--- config.mk ---
export PLATFORM = sky130hd
export DESIGN_NAME = csr_spmv_engine
export DESIGN_NICKNAME = d
export VERILOG_FILES = /design/src/rtl/csr_spmv_engine.sv
export SDC_FILE = /design/constraint.sdc
export NUM_CORES = 2
export LEC_CHECK = 0
export ABC_CLOCK_PERIOD_IN_PS = 8700
export CORE_UTILIZATION = 40
export DETAILED_ROUTE_END_ITERATION = 8
export HOLD_SLACK_MARGIN = 0.06
export PLACE_DENSITY_LB_ADDON = 0.25
export SLEW_MARGIN = 30
export SYNTH_ARGS = -nofsm -noshare
export SYNTH_HDL_FRONTEND = slang
export SYNTH_SLANG_ARGS = --single-unit
--- constraint.sdc ---
create_clock -name Clk -period 8.7 [get_ports Clk]
set_input_delay 1.74 -clock Clk [delete_from_list [all_inputs] [get_ports Clk]]
set_output_delay 1.74 -clock Clk [all_outputs]
set_load 0.05 [all_outputs]
--- src/rtl/csr_spmv_engine.sv ---
// csr_spmv_engine
// Computes y = A*x for a CSR-encoded sparse matrix A and a dense vector x.
// Port 1 fetches row pointers and column indices; port 2 fetches matrix
// values and vector entries. Each row's dot product goes out on a
// valid/ready handshake. All outputs are registered. Each address is
// loaded on the clock edge that enters the state which uses it, so the
// combinational read data is valid for the whole state.
module csr_spmv_engine #(
   parameter int DATA_W = 32,
   parameter int ADDR_W = 32,
   parameter int ACC_W  = 64,
   parameter int ROW_W  = 16
) (
   input  logic              Clk,
   input  logic              Rst,
   input  logic              start,
   input  logic [ROW_W-1:0]  num_rows,
   input  logic [ADDR_W-1:0] row_base,
   input  logic [ADDR_W-1:0] col_base,
   input  logic [ADDR_W-1:0] mat_base,
   input  logic [ADDR_W-1:0] vec_base,
   output logic [ADDR_W-1:0] addr1,
   input  logic [DATA_W-1:0] dataIn1,
   output logic [ADDR_W-1:0] addr2,
   input  logic [DATA_W-1:0] dataIn2,
   output logic              y_valid,
   input  logic              y_ready,
   output logic [ACC_W-1:0]  y_data,
   output logic [ROW_W-1:0]  y_row,
   output logic              busy,
   output logic              done,
   output logic              err
);

   localparam int PROD_W = 2 * DATA_W;

   localparam logic [2:0] IDLE = 3'd0;
   localparam logic [2:0] PTR0 = 3'd1;
   localparam logic [2:0] PTR  = 3'd2;
   localparam logic [2:0] NZ_A = 3'd3;
   localparam logic [2:0] NZ_B = 3'd4;
   localparam logic [2:0] EMIT = 3'd5;
   localparam logic [2:0] DONE = 3'd6;

   logic [2:0]        state_r;
   logic [ROW_W-1:0]  num_rows_r;
   logic [ROW_W-1:0]  r_r;
   logic [ADDR_W-1:0] row_base_r;
   logic [ADDR_W-1:0] col_base_r;
   logic [ADDR_W-1:0] mat_base_r;
   logic [ADDR_W-1:0] vec_base_r;
   logic [DATA_W-1:0] rp_lo_r;
   logic [DATA_W-1:0] rp_hi_r;
   logic [DATA_W-1:0] k_r;
   logic [DATA_W-1:0] val_r;
   logic [ACC_W-1:0]  acc_r;

   logic [PROD_W-1:0] prod_s;
   logic [ACC_W-1:0]  acc_sum_s;
   logic [DATA_W-1:0] k_next_s;
   logic [ROW_W-1:0]  r_next_s;

   // Element address: base + index, wrapping modulo 2^ADDR_W
   function automatic logic [ADDR_W-1:0] word_addr(input logic [ADDR_W-1:0] base,
                                                    input logic [DATA_W-1:0] idx);
      return base + ADDR_W'(idx);
   endfunction

   // Address of row_ptr[row+1], the upper bound of the given row
   function automatic logic [ADDR_W-1:0] row_end_addr(input logic [ADDR_W-1:0] base,
                                                       input logic [ROW_W-1:0]  row);
      return base + ADDR_W'(row) + ADDR_W'(1'b1);
   endfunction

   // Multiply-accumulate and index increments used by the sequencer
   always_comb begin
      prod_s    = PROD_W'(val_r) * PROD_W'(dataIn2);
      acc_sum_s = acc_r + ACC_W'(prod_s);
      k_next_s  = k_r + DATA_W'(1'b1);
      r_next_s  = r_r + ROW_W'(1'b1);
   end

   // Row-walk sequencer with registered outputs and address ports
   always_ff @(posedge Clk) begin
      if (Rst) begin
         state_r    <= IDLE;
         num_rows_r <= '0;
         r_r        <= '0;
         row_base_r <= '0;
         col_base_r <= '0;
         mat_base_r <= '0;
         vec_base_r <= '0;
         rp_lo_r    <= '0;
         rp_hi_r    <= '0;
         k_r        <= '0;
         val_r      <= '0;
         acc_r      <= '0;
         addr1      <= '0;
         addr2      <= '0;
         y_valid    <= 1'b0;
         y_data     <= '0;
         y_row      <= '0;
         busy       <= 1'b0;
         done       <= 1'b0;
         err        <= 1'b0;
      end else begin
         done <= 1'b0;
         case (state_r)
            IDLE: begin
               if (start) begin
                  num_rows_r <= num_rows;
                  row_base_r <= row_base;
                  col_base_r <= col_base;
                  mat_base_r <= mat_base;
                  vec_base_r <= vec_base;
                  r_r        <= '0;
                  err        <= 1'b0;
                  busy       <= 1'b1;
                  state_r    <= PTR0;
                  // An empty run still spends one slot here but fetches nothing
                  if (num_rows != '0) begin
                     addr1 <= row_base;
                  end else begin
                     addr1 <= addr1;
                  end
               end else begin
                  state_r <= IDLE;
               end
            end
            PTR0: begin
               if (num_rows_r == '0) begin
                  busy    <= 1'b0;
                  done    <= 1'b1;
                  state_r <= DONE;
               end else begin
                  rp_lo_r <= dataIn1;
                  r_r     <= '0;
                  addr1   <= row_end_addr(row_base_r, ROW_W'(1'b0));
                  state_r <= PTR;
               end
            end
            PTR: begin
               rp_hi_r <= dataIn1;
               k_r     <= rp_lo_r;
               acc_r   <= '0;
               if (dataIn1 > rp_lo_r) begin
                  addr1   <= word_addr(col_base_r, rp_lo_r);
                  addr2   <= word_addr(mat_base_r, rp_lo_r);
                  state_r <= NZ_A;
               end else begin
                  // Equal pointers: empty row. Decreasing pointers: flag and treat as empty.
                  if (dataIn1 < rp_lo_r) begin
                     err <= 1'b1;
                  end else begin
                     err <= err;
                  end
                  y_valid <= 1'b1;
                  y_data  <= '0;
                  y_row   <= r_r;
                  state_r <= EMIT;
               end
            end
            NZ_A: begin
               // The vector address is formed straight from the fetched column index
               val_r   <= dataIn2;
               addr2   <= word_addr(vec_base_r, dataIn1);
               state_r <= NZ_B;
            end
            NZ_B: begin
               acc_r <= acc_sum_s;
               k_r   <= k_next_s;
               if (k_next_s == rp_hi_r) begin
                  y_valid <= 1'b1;
                  y_data  <= acc_sum_s;
                  y_row   <= r_r;
                  state_r <= EMIT;
               end else begin
                  addr1   <= word_addr(col_base_r, k_next_s);
                  addr2   <= word_addr(mat_base_r, k_next_s);
                  state_r <= NZ_A;
               end
            end
            EMIT: begin
               if (y_ready) begin
                  y_valid <= 1'b0;
                  rp_lo_r <= rp_hi_r;
                  r_r     <= r_next_s;
                  if (r_next_s == num_rows_r) begin
                     busy    <= 1'b0;
                     done    <= 1'b1;
                     state_r <= DONE;
                  end else begin
                     addr1   <= row_end_addr(row_base_r, r_next_s);
                     state_r <= PTR;
                  end
               end else begin
                  state_r <= EMIT;
               end
            end
            DONE: begin
               state_r <= IDLE;
            end
            default: begin
               busy    <= 1'b0;
               y_valid <= 1'b0;
               state_r <= IDLE;
            end
         endcase
      end
   end

endmodule
==> results.txt <==
The run finished with clean final reports. Registers take 10,100 µm². The detailed router placed 53,959 vias in this run. Once the floorplan was initialized, standard cells occupied 40.3% of the core. At the end of routability-driven placement, the weighted congestion stood at 0.937.

The cell with the most instances after synthesis was sky130_fd_sc_hd__nand2_1. For this run, the number of Yosys warnings is 0. Count of endpoints failing setup in the final report: 0. The largest registers in the layout are acc_r x64, y_data x64. Final setup TNS: 0 ns.

IR analysis of the VDD net gives a maximum drop of 0.164 mV. The max-slew violation count was 0; the worst slew margin relative to its limit was 30.4%. Across the routed clock network, the largest skew measured is 0.0566 ns. The largest area contributor in the synthesized netlist was sky130_fd_sc_hd__fa_1.

The final period utilization was 98.5%. The tools report the capturing element type of the critical path as a flop. Number of cell rows: 145.

Counting tap cells, the placed design contains a total of 10,000 instances. Dividing the detail-routed wire length by the instance count gives 21.3 µm. The area growth from synthesis to layout is 18.6%. After Yosys synthesis, full adders, half adders and majority gates account for 38.3% of the synthesized area. Power spread over the standard cell area amounts to 131 nW/µm². The run gives 117 MHz as the highest clock frequency the design can meet. At the pin with the least slew margin, the transition time is 1.03 ns. The tightest hold margin is 0.448 ns. The tools report the register-to-register setup slack as 0.64 ns. The tools report the final net count as 9,631. Sequential elements use 16.0% of the synthesized area. In this run the mean area of a mapped cell was 8.27 µm². The count of nets left with antenna violations once routing finished came out at 0. Total track usage: 27.3%. The logs give 3,742 for the initial detailed-routing violation count and 4 for the initial antenna violation count.

The clock tree root buffer cell is sky130_fd_sc_hd__clkbuf_16. The minimum setup slack after placement was -1.24 ns. Synthesis produced a netlist whose cell count is 7,622. Number of buffers on the longest clock path: 3.

Number of buffers created by CTS: 69. The clock net in this run drives a total of 503 sinks. CTS built an H-tree with a depth of 3. The largest net degree at the start of global routing was 161.

Data on the critical path is required at its endpoint by 9.28 ns. The floorplan step defined a die boundary enclosing 159,000 µm². The number of nets produced by synthesis was 9,184; the width of the die was 399 µm. The predominant post-synthesis flop cell was sky130_fd_sc_hd__dfxtp_1. The post-synthesis register bit count is 503, and the number of stages on the worst hold path is 2.

The run gives 0 as the hold violation total from the final report. The via-per-instance ratio is 5.30, and the number of global-route vias before repair is 55,575. Measured against the total synthesized area, the mux share comes to 0.611%. After Yosys synthesis, and, or, nand and nor cells account for 19.2% of the synthesized area.

The classification of the worst-slack hold path is reg -> reg. The static leakage power was 0.0343 µW; the die extent in y was 399 µm. For the worst-skew pair, the clock arrives at the later sink with an insertion delay of 0.70 ns. For this run, asynchronously set or reset flops after synthesis account for 0%. The number of cells on the worst reg-to-reg path was 32.

By count the netlist is led by 1,424 x sky130_fd_sc_hd__nand2_1, 1,154 x sky130_fd_sc_hd__inv_1, 963 x sky130_fd_sc_hd__fa_1. The maximum cell stage delay along the critical path came out at 0.61 ns. The final wirelength came out at 217,000 µm.

Clock-pin slew was measured on the worst setup and hold paths at 0.06 ns. The logs give 6 for the iteration count of the initial detailed-routing pass and 102 for the post-synthesis cell type count. The total of fill cells in the finished design came out at 15,273. After synthesis, the largest family of logic cells by area is adder cells.

Of the total synthesized cell area, the portion taken by XOR and XNOR cells is 3.78%. In this run the tool buffered the top-level ports with 359 buffer cells. The total DRC errors in the routed layout came out at 0. The synthesized netlist devotes 12.1% of its cell area to compound gates. Yosys mapped a number of flops with a built-in enable equal to 0. The setup slack after layout was 0.128 ns; the area of the core was 156,000 µm². The mapped netlist covers 63,000 µm². Cells with a size suffix above 1 make up 9.92% of the layout. The worst setup path is launched from an input port. For this design, the slowest cell found on the critical path is sky130_fd_sc_hd__fa_2. TritonCTS built the clock tree. The logs give 0 for the aggregate global routing overflow and 0 for the max capacitance violation total.

The first global-routing pass estimated 334,000 µm of wire. Measured on the finished design, the core utilization comes to 47.8%. By area the synthesized netlist is led by sky130_fd_sc_hd__fa_1 31%, sky130_fd_sc_hd__dfxtp_1 16%, sky130_fd_sc_hd__nand2_1 8.5%.

The biggest fanout along the worst timing path was 6; the half-perimeter wire length of the detailed placement result was 171,000 µm. During I/O placement, the number of pins put on the boundary was 360. The run gives 10,181 as the filler-free cell count of the finished design. The critical path in this run is classified as in -> reg. For the finished layout, the period the worst path requires is 8.57 ns.

Data arrives at the worst endpoint at 9.15 ns. The portion of synthesized cell area occupied by the leading cell type was 30.6%; the footprint of the multi-input gates was 47,500 µm².
logic make-up (layout without fill, tap and decap cells):
family                     count (synthesis)  count (layout)
DFF                                      503             503
xor gates and xnor gates                 267             267
buffers and inverters                   1604            2101
adders and majority gates               1350            1350
and+or+nand+nor                         2639            2639
other                                      0               4
AOI/OAI and AO/OA                       1221            1221
muxes                                     38              38
cells in the final DEF, fill, tap and decap left out, drive strengths merged, types with 17 or more instances in the layout:
master            n
nor2            319
o21a             24
clkbuf          103
dfxtp           503
nor2b            26
nand4            52
fa              963
buf             463
a311oi           36
o21ai           177
inv            1161
a22o             26
nor3             71
nand2b           33
nor4             26
a211oi           54
clkinv           18
xnor2           154
a31oi            31
o31ai            17
ha              387
nand2          1425
a21o             91
nand3           110
mux2i            34
clkdlybuf4s50   326
a21oi           533
o211ai           19
or3              20
o21bai           32
and3             38
xor2            110
a22oi            62
and2            467
stage by stage:
stage,total power (µW),area [µm²]
6_report,9760,74700
5_1_grt,10300,74700
4_1_cts,9700,73900
3_5_place_dp,6540,70800
3_3_place_gp,6530,70800
2_1_floorplan,5040,63000
layout make-up:
cell class              count  area share (%)
diodes                      4          0.0134
clock buffers              88            2.51
well taps                2058            3.44
clock inverters            33           0.596
repair buffers            826            10.7
flip-flops and latches    503            13.5
inverters                1154            5.80
multi-input cells        5515            63.5
what timing repair did:
item,in CTS,in global routing
resized for setup,129,190
cloned,11,11
pin swaps,49,106
buffers inserted,16,21
hold buffers,0,0
endpoints found under the setup margin,49,59
worst max-delay path: cells and delay by family:
family,cells,cell delay [ns]
simple gates,5,0.91
xor+xnor,1,0.13
compound gates,4,0.60
buf+inv,11,1.30
fa+ha+maj,9,4.43
path summary, 6_finish.rpt:
kind,startpoint,to
worst min register to register,y_data[20]$_SDFFE_PP0P_,y_data[20]$_SDFFE_PP0P_
worst min-delay path,y_data[20]$_SDFFE_PP0P_,y_data[20]$_SDFFE_PP0P_
worst max-delay path,dataIn2[9],y_data[58]$_SDFFE_PP0P_
worst max register to register,val_r[9]$_SDFFE_PP0P_,y_data[56]$_SDFFE_PP0P_
report_power, final:
group | switching (µW) | internal (µW)
logic | 2480 | 1580
registers | 188 | 2490
clock network | 1290 | 1730
total | 3950 | 5810
layer usage:
| metal | GRT usage [%] | share of wire [%] |
|---|---|---|
| met3 | 5.00 | 7.1 |
| met2 | 43.4 | 46 |
| met1 | 36.9 | 43 |
| met5 | 0 | 0.0060 |
| met4 | 10.0 | 4.1 |
Note: power is estimated with default switching activity, not from simulation.
